`src/rtl/enc32_5_pipe_pkg.sv`:
```
// Shared parameters and group-info type for the 32-to-5 priority encoder.
package enc_pkg;
  localparam int N      = 32;
  localparam int W      = 5;
  localparam int GROUPS = 4;
  localparam int CNT_W  = 8;
  localparam logic [CNT_W-1:0] CNT_MAX = '1;

  // Per-group summary produced by the 8-to-3 encoder in stage 1.
  typedef struct packed {
    logic       any;
    logic [2:0] loc;
    logic       mul;
  } grp_info_t;
endpackage

```
`src/rtl/enc32_5_pipe_if.sv`:
```
// Request/response bundle of the encoder; clk/reset stay outside.
interface enc32_5_pipe_if;
  import enc_pkg::*;
  logic             in_valid;
  logic [N-1:0]     in_vec;
  logic             stall;
  logic             clr_err;
  logic             out_valid;
  logic [W-1:0]     out_idx;
  logic             out_zero;
  logic             out_multi;
  logic             err_sticky;
  logic [CNT_W-1:0] err_count;

  modport master (output in_valid, in_vec, stall, clr_err,
                  input  out_valid, out_idx, out_zero, out_multi, err_sticky, err_count);
  modport slave  (input  in_valid, in_vec, stall, clr_err,
                  output out_valid, out_idx, out_zero, out_multi, err_sticky, err_count);
endinterface

```
`src/rtl/enc32_5_pipe_enc8_3.sv`:
```
// Combinational 8-to-3 lowest-set-bit encoder with empty / multi-hot flags.
module enc8_3
  import enc_pkg::*;
(
  input  logic [7:0] i_slice,
  output grp_info_t  o_info
);
  // Scan high to low so the lowest set bit wins; multi-hot when clearing
  // the lowest bit still leaves something set.
  always_comb begin
    o_info     = '0;
    o_info.any = |i_slice;
    o_info.mul = |(i_slice & (i_slice - 8'd1));
    for (int i = 7; i >= 0; i--)
      if (i_slice[i]) o_info.loc = 3'(i);
  end
endmodule

```
`src/rtl/enc32_5_pipe.sv`:
```
// Two-stage 32-to-5 priority encoder: stage 1 encodes 8-bit groups,
// stage 2 picks the lowest non-empty group; sticky/saturating error state.
module enc32_5_pipe
  import enc_pkg::*;
(
  input  logic           clk,
  input  logic           reset,
  enc32_5_pipe_if.slave  bus
);
  localparam int GW = W - 3;
  localparam int CW = $clog2(GROUPS + 1);

  grp_info_t [GROUPS-1:0] w_info;
  grp_info_t [GROUPS-1:0] r_s1_info;
  logic [1:0]             r_vld_pipe;
  logic [W-1:0]           r_idx;
  logic                   r_zero, r_multi;
  logic                   r_sticky;
  logic [CNT_W-1:0]       r_cnt;

  logic [GW-1:0]          w_gsel;
  logic [CW-1:0]          w_nany;
  logic [W-1:0]           w_idx;
  logic                   w_zero, w_multi, w_new_multi;

  for (genvar g = 0; g < GROUPS; g++) begin : g_grp
    enc8_3 u_enc (.i_slice(bus.in_vec[8*g +: 8]), .o_info(w_info[g]));
  end

  // Stage-2 select: lowest populated group, plus cross-group multi-hot check.
  always_comb begin
    w_gsel = '0;
    w_nany = '0;
    for (int g = GROUPS - 1; g >= 0; g--)
      if (r_s1_info[g].any) w_gsel = GW'(g);
    for (int g = 0; g < GROUPS; g++)
      w_nany = w_nany + CW'(r_s1_info[g].any);
    w_zero  = (w_nany == '0);
    w_idx   = {w_gsel, r_s1_info[w_gsel].loc};
    w_multi = r_s1_info[w_gsel].mul | (w_nany >= CW'(2));
  end

  // A beat is counted only on the edge it enters the output register.
  assign w_new_multi = ~bus.stall & r_vld_pipe[0] & w_multi;

  // Both pipeline stages; stall freezes everything including the outputs.
  always_ff @(posedge clk or posedge reset) begin
    if (reset) begin
      r_vld_pipe <= '0;
      r_s1_info  <= '0;
      r_idx      <= '0;
      r_zero     <= 1'b0;
      r_multi    <= 1'b0;
    end else if (!bus.stall) begin
      r_vld_pipe <= {r_vld_pipe[0], bus.in_valid};
      r_s1_info  <= w_info;
      r_idx      <= w_idx;
      r_zero     <= w_zero;
      r_multi    <= w_multi;
    end
  end

  // Error state: clear takes effect first, then an arriving multi-hot beat counts.
  always_ff @(posedge clk or posedge reset) begin
    if (reset) begin
      r_sticky <= 1'b0;
      r_cnt    <= '0;
    end else if (bus.clr_err) begin
      r_sticky <= w_new_multi;
      r_cnt    <= CNT_W'(w_new_multi);
    end else if (w_new_multi) begin
      r_sticky <= 1'b1;
      if (r_cnt != CNT_MAX) r_cnt <= r_cnt + 1'b1;
    end
  end

  assign bus.out_valid  = r_vld_pipe[1];
  assign bus.out_idx    = r_idx;
  assign bus.out_zero   = r_zero;
  assign bus.out_multi  = r_multi;
  assign bus.err_sticky = r_sticky;
  assign bus.err_count  = r_cnt;
endmodule

```
`src/flat_wrapper.sv`:
```
// flat-port wrapper written by rule: the top's interface ports become plain ports
module enc32_5_pipe_flat import enc_pkg::*;
  (clk, reset, bus_in_valid, bus_in_vec, bus_stall, bus_clr_err, bus_out_valid, bus_out_idx, bus_out_zero, bus_out_multi, bus_err_sticky, bus_err_count);
  enc32_5_pipe_if bus_i ();
  input  logic clk;
  input  logic reset;
  input wire logic [$bits(bus_i.in_valid)-1:0] bus_in_valid;
  input wire logic [$bits(bus_i.in_vec)-1:0] bus_in_vec;
  input wire logic [$bits(bus_i.stall)-1:0] bus_stall;
  input wire logic [$bits(bus_i.clr_err)-1:0] bus_clr_err;
  output wire logic [$bits(bus_i.out_valid)-1:0] bus_out_valid;
  output wire logic [$bits(bus_i.out_idx)-1:0] bus_out_idx;
  output wire logic [$bits(bus_i.out_zero)-1:0] bus_out_zero;
  output wire logic [$bits(bus_i.out_multi)-1:0] bus_out_multi;
  output wire logic [$bits(bus_i.err_sticky)-1:0] bus_err_sticky;
  output wire logic [$bits(bus_i.err_count)-1:0] bus_err_count;
  assign bus_i.in_valid = bus_in_valid;
  assign bus_i.in_vec = bus_in_vec;
  assign bus_i.stall = bus_stall;
  assign bus_i.clr_err = bus_clr_err;
  assign bus_out_valid = bus_i.out_valid;
  assign bus_out_idx = bus_i.out_idx;
  assign bus_out_zero = bus_i.out_zero;
  assign bus_out_multi = bus_i.out_multi;
  assign bus_err_sticky = bus_i.err_sticky;
  assign bus_err_count = bus_i.err_count;
  enc32_5_pipe u_core (.clk(clk), .reset(reset), .bus(bus_i));
endmodule
```
`config.mk`:
```
export PLATFORM = sky130hd
export DESIGN_NAME = enc32_5_pipe_flat
export DESIGN_NICKNAME = d
export VERILOG_FILES = /design/src/rtl/enc32_5_pipe_pkg.sv /design/src/rtl/enc32_5_pipe_if.sv /design/src/rtl/enc32_5_pipe_enc8_3.sv /design/src/rtl/enc32_5_pipe.sv /design/src/flat_wrapper.sv
export SDC_FILE = /design/constraint.sdc
export NUM_CORES = 1
export LEC_CHECK = 0
export BUFFER_PORTS_ARGS = -buffer_cell sky130_fd_sc_hd__buf_4
export CAP_MARGIN = 20
export CORE_ASPECT_RATIO = 0.6
export CORE_MARGIN = 4
export CORE_UTILIZATION = 35
export CTS_CLUSTER_DIAMETER = 60
export CTS_CLUSTER_SIZE = 28
export DETAILED_ROUTE_END_ITERATION = 12
export GPL_TIMING_DRIVEN = 1
export SLEW_MARGIN = 10
export SYNTH_ARGS = -nofsm -noshare
export SYNTH_HDL_FRONTEND = slang
export SYNTH_SLANG_ARGS = --single-unit
```
`constraint.sdc`:
```
create_clock -name clk -period 3.7 [get_ports clk]
set_clock_uncertainty 0.1 [all_clocks]
set_input_delay 0.185 -clock clk [delete_from_list [all_inputs] [get_ports clk]]
set_output_delay 0.185 -clock clk [all_outputs]
set_load 0.02 [all_outputs]
```
# After elaboration in Yosys (flattened, before gate mapping)
# Cells that the tools add are included.
# Widths: inputs -> output; s select.
# word_totals
register_bits	38
ram_bits	0
in_bits	37
mem_bits_ro	0
latchBits	0
out_inout_bits	17
memories	0
# op_classes
n_eq_ne	1
n_mul	0
magnitude_cmp	2
n_shift	0
add_sub_neg	8
reduce_logical	12
bitwise_logic	8
div_mod_pow	0
muxes	43
# ops
cell	count
$mux 3	32
$reduce_or 8->1	8
$and 8x8->8	4
$sub 8x1->8 const B	4
$mux 8	3
$bmux 5 s2	1
$add 8x1->8 const B	1
$mux 2	4
$ne 8x8->1 const B	1
$add 3x1->3	2
$mux 4	1
$reduce_bool 2->1	2
$ge 3x2->1 const B	1
$logic_not 3->1	1
$lt 2x3->1 const B	1
$add 1x1->2	1
$and 1x1->1	2
$mux 1	2
$reduce_and 2->1	1
$not 1->1	1
$or 1x1->1	1

# Longest topological paths before layout
# Gate-level depths: netlist of run 1.
# depth
ltp_word	10
depth_mapped	9

# Hierarchy
# From an unflattened synthesis of run 1, not the netlist that was laid out.
# hier_totals
hier_cells	249
area_unflattened_um2	2436.1
# by_module_without_submodules
mod	area_each_um2	instances	cells_per_inst	seq_area_each_um2
enc32_5_pipe	1845.5	1	161	950.9
enc8_3	147.6	4	22	0.0

# Least setup slack after synthesis of run 1
# Ideal clock, no wire load.
# synth_timing
kind	register to register
from	reg u_core.r_s1_info[9] in the netlist's numbering
to	reg u_core.r_cnt[7] (netlist: u_core.bus.err_count[7])
stages_incl_launch_ff	10
path_slack_ps	1506
t_arrival_ps	1959
period_less_slack_ps	2194
required_time_ps	3466
path_cell_list	dfrtp_1 -> ha_1 -> fa_1 -> inv_1 -> ha_1 -> o211ai_1 -> and3_1 -> clkbuf_1 -> a31oi_1 -> nor3_1
# synth_between
elab_chain_cells	8
word_cells_on_any_way	12
cone_classes	add/sub (3); order compare (1); mux (4); bitwise (2); reduce/logical (2)
# synth_rtl
item	line	text
from (decl)	enc32_5_pipe.sv:14	grp_info_t [GROUPS-1:0] r_s1_info;
from (signal assigned)	enc32_5_pipe.sv:56	r_s1_info <= w_info;
$add 1x1->2 / $mux 2 (equally long branches)	enc32_5_pipe.sv:37, enc32_5_pipe.sv:35	
$add 3x1->3 / $mux 2 (equally long branches)	enc32_5_pipe.sv:37, enc32_5_pipe.sv:35	
$add 3x1->3 / $bmux 5 s2 (equally long branches)	enc32_5_pipe.sv:37, enc32_5_pipe.sv:40	
$ge 3x2->1 / $mux 4 (equally long branches)	n/a	
$or 1x1->1 *	enc32_5_pipe.sv:40	w_multi = r_s1_info[w_gsel].mul | (w_nany >= CW'(2));
$and 1x1->1 *	enc32_5_pipe.sv:44	assign w_new_multi = ~bus.stall & r_vld_pipe[0] & w_multi;
$reduce_bool 2->1 (no source line) *	n/a	
$reduce_and 2->1 (no source line) *	n/a	
to (signal assigned)	enc32_5_pipe.sv:70	r_cnt <= CNT_W'(w_new_multi);
to (signal assigned)	enc32_5_pipe.sv:73	if (r_cnt != CNT_MAX) r_cnt <= r_cnt + 1'b1;
to (decl)	enc32_5_pipe.sv:19	logic [CNT_W-1:0] r_cnt;
# Every way passes the cells marked *; elsewhere a longest branch is shown, timed or not. The select of a mux whose other input is x is not followed.
# A chain may end at the register's enable or synchronous reset.

# Final worst setup path of run 1
# layout_timing
from	reg u_core.r_s1_info[9] in the netlist's numbering
to	reg u_core.r_cnt[3] (netlist: u_core.bus.err_count[3])
# The elaborated chain is that of the path after synthesis.

==> flow_summary.yaml, run 1 <==
clock_tree:
  clock_insertion_delay_worst_skew_ns: 0.28
  cts_setup_buffers: 0
  cts_tree: "built"
  worst_setup_hold_path_clk_slew_ns: 0.07
  cts.sink_count: 38
  htreeDepth: 2
  numCtsBuffers: 5
  clk_path_buf_depth: 2
  cts_root_buffer: "sky130_fd_sc_hd__clkbuf_8"
yosys:
  yosys-top-cells-area: "sky130_fd_sc_hd__dfrtp_1 42%, sky130_fd_sc_hd__a21oi_1 4.5%, sky130_fd_sc_hd__nor3_1 4.5%"
  synth_common_cells: "38 x sky130_fd_sc_hd__dfrtp_1, 23 x sky130_fd_sc_hd__nand2_1, 20 x sky130_fd_sc_hd__a21oi_1, 20 x sky130_fd_sc_hd__nor3_1, 19 x sky130_fd_sc_hd__inv_1"
  netlist_area_mm2: 0.00225
  synth-main-ff-cell: "sky130_fd_sc_hd__dfrtp_1"
  synthArstFlopShare_pct: 100
  syn_inst: 252
  synth.area.mux_share_pct: 6.68
  synth_top_area_cell: "sky130_fd_sc_hd__dfrtp_1"
  synth.lib_cells_used.distinct: 40
  synth_top_family_by_area: "simple AND/OR/NAND/NOR gates"
  simple_gate_portion_of_the_synthesized_area_pct: 21.1
  synth-edff-count: 0
  yosys.area_share.xor_xnor_pct: 0
  synth_sequential_area_ratio_pct: 42.3
  post_synth_fa_ha_maj_area_fraction_pct: 6.34
  synth_compound_gate_area_share_pct: 19.0
  synthesis.yosys.warnings: 0
  syn-num-nets: 294
  ys_ff_latch: 38
  area_share_of_the_largest_cell_type_after_synthesis_pct: 42.3
  average_cell_area_after_synthesis_um2: 8.92
  synth.most_common_cell: "sky130_fd_sc_hd__dfrtp_1"
timing:
  timing_max_transition_violations_final: 0
  setup-tns-final_ns: 0
  setup_viol_count_final: 0
  final-hold-violation-count: 0
  hold_slack_ns: 0.00797
  final.period_utilization_pct: 64.2
  grt_setup_unrepaired: "false"
  slew-limit-headroom_pct: 56.4
  timing.final.crit_period_ns: 2.38
  worst-slew-pin-transition_ns: 0.647
  max_clock_freq_mhz: 421
die:
  dieArea_mm2: 0.00781
  chipHeight_um: 70.1
  initial_utilization_pct: 36.5
  core_mm2: 0.00617
  die_w_um: 111
  io_pins: 54
  standard_cell_row_count: 22
grt:
  wire_length_of_the_first_global_routing_pass_um: 8760
  globalRouteTotalUtil_pct: 13.6
  maximum_number_of_pins_on_one_net_before_global_route_repair: 55
  grt.overflow.total: 0
  grt_pass1_vias: 1804
  number_of_antenna_violations_at_the_first_check_in_global_routing: 0
drt:
  routed_wirelength_um: 5300
  first_pass_iteration_count_of_the_detailed_router: 6
  routed_via_density: 5.06
  dr_total_vias: 1994
  drt_drc_violations_left: 0
  drt_first_iter_violations: 78
  avgRoutedWirePerCell_um: 13.4
  route.antenna.remaining_nets: 0
setup_path:
  reg2reg_from: "u_core.r_s1_info[9]"
  crit_path_start_kind: "register"
  crit_path_max_incr_delay_ns: 0.45
  reg2reg_to: "u_core.bus.err_count[3]"
  timing.critical_path.required_ns: 3.78
  rrSetupSlack_ns: 1.32
  ff2ff_path_depth: 8
  worstSetupPathType: "register to register"
  cp_arrival_ns: 2.46
  worst_path_dominant_cell_family: "adder cells"
  critical_path.most_common_cell: "sky130_fd_sc_hd__ha_1"
  largest_fanout_of_any_net_on_the_critical_path: 8
  path_cells: "ha_1, fa_1, inv_1, ha_1, o211ai_1, nand3_1, nor2_1, a221oi_1"
  critPathSlowestCell: "sky130_fd_sc_hd__dfrtp_1"
  worstPathBufferInverterCount: 1
  crit_path_capture_type: "register"
power:
  p_switching_mw: 0.241
  power.density_mw_per_mm2: 314
  power.share.switching_pct: 26.8
  p_seq_share_pct: 50.0
  comb_power_share_pct: 17.2
  leakage_nw: 1.29
  power.ir.vdd_worst_v: 0.000135
  internal_power_mw: 0.656
  p_clk_share_pct: 32.8
cells_and_area:
  num_antenna_cells: 0
  flow.area_growth_from_synthesis_pct: 27.2
  num-nets-final: 351
  layout-drive-gt1-share_pct: 24.8
  post-route-cell-area_mm2: 0.00286
worst_hold_path:
  worstHoldPathType: "input port to register"
  min_path_cells: 2
  min_to: "u_core.r_s1_info[1]"
  hp-start: "bus_in_vec[0]"
outcome:
  status: "finished clean"
placement:
  place_area_mm2: 0.00273
  place_hpwl_um: 3980
  globalplace.congestion: 0.834
  port_buffers: 53
run:
  max_cap_viols: 0
-- cell usage in the layout, fill, tap and decap left out, types with 3 or more instances in the layout --
cell type	n
sky130_fd_sc_hd__mux2_2	8
sky130_fd_sc_hd__nor2_1	18
sky130_fd_sc_hd__nand2_1	23
sky130_fd_sc_hd__nand3_1	4
sky130_fd_sc_hd__o21bai_1	4
sky130_fd_sc_hd__nor4_1	8
sky130_fd_sc_hd__nor2b_1	4
sky130_fd_sc_hd__buf_4	54
sky130_fd_sc_hd__clkbuf_8	6
sky130_fd_sc_hd__ha_1	4
sky130_fd_sc_hd__o31ai_1	9
sky130_fd_sc_hd__a21oi_1	20
sky130_fd_sc_hd__a211oi_1	3
sky130_fd_sc_hd__nand2b_1	4
sky130_fd_sc_hd__nor3_1	20
sky130_fd_sc_hd__o22ai_1	3
sky130_fd_sc_hd__dfrtp_1	38
sky130_fd_sc_hd__maj3_1	5
sky130_fd_sc_hd__dlygate4sd3_1	4
sky130_fd_sc_hd__o21ai_0	13
sky130_fd_sc_hd__inv_1	19
sky130_fd_sc_hd__mux2i_1	6
sky130_fd_sc_hd__o41ai_1	6
-- power groups by stage --
stage,clock (mW),combinational (mW),sequential (mW)
after global routing,0.319,0.172,0.451
after floorplan,0,0.0687,0.462
after CTS,0.302,0.155,0.448
final,0.294,0.154,0.448
after global placement,0,0.151,0.456
after detailed placement,0,0.152,0.456
-- what timing repair did --
action	4_1_cts	5_1_grt
hold endpoints to repair	40	1
hold buffers	3	1
resized for setup	0	0
-- worst max path at each step --
stage / startpoint / endpoint / slack (ns) / cells past startpoint
after detailed placement: u_core.r_s1_info[9] / u_core.bus.err_count[5] / 1.37 / 8
after global placement: u_core.r_s1_info[9] / u_core.bus.err_count[5] / 1.45 / 8
after global routing: u_core.r_s1_info[9] / u_core.bus.err_count[3] / 1.17 / 8
final: u_core.r_s1_info[9] / u_core.bus.err_count[3] / 1.32 / 8
after floorplan: u_core.r_s1_info[9] / u_core.bus.err_count[7] / 1.51 / 9
after CTS: u_core.r_s1_info[9] / u_core.bus.err_count[5] / 1.34 / 8
-- per-layer routing --
| metal | vias up | global-route usage [%] | share of wire, % |
|---|---|---|---|
| met3 | 2 | 4.24 | 5.0 |
| li1 | 1046 | - | - |
| met4 | 0 | 2.02 | 0.13 |
| met1 | 898 | 21.8 | 58 |
| met2 | 48 | 17.6 | 37 |
| met5 | - | 0 | 0 |
-- worst register-to-register path, cell delays in order (launching register included) --
cell and delay, ns:
sky130_fd_sc_hd__dfrtp_1 0.45, sky130_fd_sc_hd__ha_1 0.31, sky130_fd_sc_hd__fa_1 0.40, sky130_fd_sc_hd__inv_1 0.07
sky130_fd_sc_hd__ha_1 0.18, sky130_fd_sc_hd__o211ai_1 0.12, sky130_fd_sc_hd__nand3_1 0.25, sky130_fd_sc_hd__nor2_1 0.10
sky130_fd_sc_hd__a221oi_1 0.30
-- flip-flops by register name, summed over array words and instances (netlist names) --
name                   flops
u_core.bus.out_zero        1
u_core.bus.err_count       8
u_core.bus.err_sticky      1
u_core.bus.out_multi       1
u_core.bus.out_idx         5
u_core.r_vld_pipe          2
u_core.r_s1_info          20
-- kinds of logic (layout without fill, tap and decap cells) --
family | after synthesis | in the layout
AND/OR/NAND/NOR | 94 | 94
adder cells (fa/ha/maj) | 12 | 12
AO/OA/AOI/OAI | 67 | 67
multiplexers | 14 | 14
flip-flops | 38 | 38
buffers and inverters | 27 | 85
-- per-stage QoR --
stage,power [mW],setup WS (ns),std cells,utilization (%)
CTS,0.904,1.34,393,46.2
finish,0.897,1.32,394,46.4
detailed placement,0.608,1.37,382,44.3
global route,0.941,1.17,394,46.4
global placement,0.607,1.45,382,44.3
floorplan,0.531,1.51,252,-
-- cell type report --
cell class | instances | area, µm²
clock buffer | 7 | 86.3
clock inverter | 1 | 5.00
fill | 608 | 3310
inverter | 19 | 71.3
multi-input combinational | 187 | 1200
sequential | 38 | 951
tap | 84 | 105
timing repair buffer | 58 | 445
Power figures use the tool's default switching activity.
==> run 2: changes to the inputs <==
==> constraint.sdc (replaced) <==
create_clock -name clk -period 1.92 [get_ports clk]
set_clock_uncertainty 0.1 [all_clocks]
set_input_delay 0.096 -clock clk [delete_from_list [all_inputs] [get_ports clk]]
set_output_delay 0.096 -clock clk [all_outputs]
set_load 0.02 [all_outputs]
==> run 2 against run 1 <==
- the run now ends with negative setup slack left
- worst hold slack improved by 0.0014 ns
- core utilization is 5.0 points higher
- largest power group unchanged
- first-iteration DRC count grew 35%
- clock-buffer cell count unchanged
- highest routed layer unchanged
- clock power is 96% higher
- worst setup slack got worse by 1.5 ns
- power rose by 98%
==> flow_summary.yaml, run 2 (same netlist as run 1, synthesis figures left out) <==
clock_tree:
  cts.sink_count: 38
  htreeDepth: 2
  clk_path_buf_depth: 2
  clock_insertion_delay_worst_skew_ns: 0.30
  cts_tree: "built"
  numCtsBuffers: 5
  worst_setup_hold_path_clk_slew_ns: 0.08
  cts_root_buffer: "sky130_fd_sc_hd__clkbuf_8"
cells_and_area:
  num_antenna_cells: 0
  fillcell_total: 596
  num-nets-final: 376
  layout-drive-gt1-share_pct: 34.0
  largest_register: "u_core.r_s1_info"
  post-route-cell-area_mm2: 0.00317
  mostFrequentLayoutCells: "72 x sky130_fd_sc_hd__buf_4, 38 x sky130_fd_sc_hd__dfrtp_1, 23 x sky130_fd_sc_hd__nand2_1"
  largest_register_ff_count: 20
  final_common_cell: "sky130_fd_sc_hd__buf_4"
  final_cells: 419
  flow.area_growth_from_synthesis_pct: 40.9
die:
  standard_cell_row_count: 22
  die_w_um: 111
  core_mm2: 0.00617
  dieArea_mm2: 0.00781
  chipHeight_um: 70.1
  initial_utilization_pct: 36.5
  io_pins: 54
outcome:
  status: "finished, violations left"
  violations: "negative setup slack"
drt:
  drt_drc_violations_left: 0
  routed_via_density: 5.07
  route.antenna.remaining_nets: 0
  first_pass_iteration_count_of_the_detailed_router: 4
  routed_wirelength_um: 5840
  dr_total_vias: 2125
  drt_first_iter_violations: 105
  avgRoutedWirePerCell_um: 13.9
worst_hold_path:
  min_path_cells: 3
  worstHoldPathType: "input port to register"
  hp-start: "bus_in_vec[29]"
  min_to: "u_core.r_s1_info[19]"
setup_path:
  largest_fanout_of_any_net_on_the_critical_path: 5
  cp_arrival_ns: 2.27
  reg2reg_from: "u_core.r_s1_info[9]"
  crit_start: "u_core.r_s1_info[9]"
  crit_path_start_kind: "register"
  rrSetupSlack_ns: -0.22
  reg2reg_to: "u_core.bus.err_count[5]"
  ff2ff_path_depth: 8
  crit_path_capture_type: "register"
  worstSetupPathType: "register to register"
  timing.critical_path.required_ns: 2.05
grt:
  grt_pass1_vias: 2020
  grt.overflow.total: 0
  wire_length_of_the_first_global_routing_pass_um: 9650
  globalRouteTotalUtil_pct: 15.2
  number_of_antenna_violations_at_the_first_check_in_global_routing: 0
  maximum_number_of_pins_on_one_net_before_global_route_repair: 39
placement:
  globalplace.congestion: 0.778
  dp_cells: 395
  place_hpwl_um: 4190
  port_buffers: 53
  place_area_mm2: 0.00284
timing:
  final-hold-violation-count: 0
  slew-limit-headroom_pct: 65.4
  max_clock_freq_mhz: 466
  grt_setup_unrepaired: "true"
  final.period_utilization_pct: 112
  setup_viol_count_final: 9
  setup-tns-final_ns: -1.40
  worst-slew-pin-transition_ns: 0.516
  timing_max_transition_violations_final: 0
  timing.final.ws_setup_ns: -0.224
  timing.final.crit_period_ns: 2.14
power:
  power.density_mw_per_mm2: 561
  power.ir.vdd_worst_v: 0.000212
  total_power_mw: 1.78
  leakage_nw: 1.40
run:
  max_cap_viols: 0
-- run 2: cell count changes in the layout (fill, tap and decap cells not counted), sizes merged --
cell         delta
buf            +18
dlygate4sd3     +7
-- run 2: worst max-delay path, stage by stage (launching register included) --
cell and delay, ns:
sky130_fd_sc_hd__dfrtp_1 0.38, sky130_fd_sc_hd__ha_1 0.29, sky130_fd_sc_hd__fa_2 0.21, sky130_fd_sc_hd__inv_2 0.05, sky130_fd_sc_hd__ha_4 0.16, sky130_fd_sc_hd__o211ai_1 0.12, sky130_fd_sc_hd__nand3_2 0.16, sky130_fd_sc_hd__or4_4 0.45
sky130_fd_sc_hd__a21oi_2 0.15
-- run 2: worst max-delay path by stage --
stage / end
finish: u_core.bus.err_count[5]
global route: u_core.bus.err_count[3]
CTS: u_core.bus.err_count[0]
detailed placement: u_core.bus.err_count[5]
global placement: u_core.bus.err_count[7]
floorplan: u_core.bus.err_count[7]
-- run 2: cell type report --
cell class | instances | area, µm² | share of cell area [%]
Multi-Input combinational cell | 187 | 1300 | 41.0
Sequential cell | 38 | 951 | 30.0
Timing Repair Buffer | 83 | 651 | 20.5
Tap cell | 84 | 105 | 3.32
Clock inverter | 1 | 5.00 | 0.158
Inverter | 19 | 71.3 | 2.25
Clock buffer | 7 | 86.3 | 2.73
-- run 2: metrics by stage --
stage	hold slack (ns)	worst slack [ns]	utilization, %
CTS	0.00205	-0.170	50.5
global placement	0.145	-0.179	46.0
finish	0.00941	-0.224	51.4
detailed placement	0.152	-0.227	46.0
floorplan	0.0923	-0.219	-
global route	0.0368	-0.287	51.4
-- run 2: what timing repair did --
action,CTS,global route
setup buffers,5,0
hold buffers,11,0
pin swaps,6,3
resized for setup,9,11
setup endpoints to repair,9,10
endpoints found under the hold margin,55,0
-- run 2: report_power, final --
part | internal [mW] | switching [mW] | leakage [nW] | total, mW
Clock | 0.290 | 0.287 | 0.0482 | 0.577
Sequential | 0.837 | 0.0248 | 0.466 | 0.862
Combinational | 0.166 | 0.173 | 0.881 | 0.339
Total | 1.29 | 0.486 | 1.40 | 1.78
-- run 2: routing by layer --
metal  global-route usage, %  vias to the layer above  wire length (µm)
met3                    4.07                        7               351
met2                    20.0                       58              2230
li1                        -                     1095                 -
met1                    23.2                      965              3170
met5                       0                        -                 0
met4                    5.67                        0                85
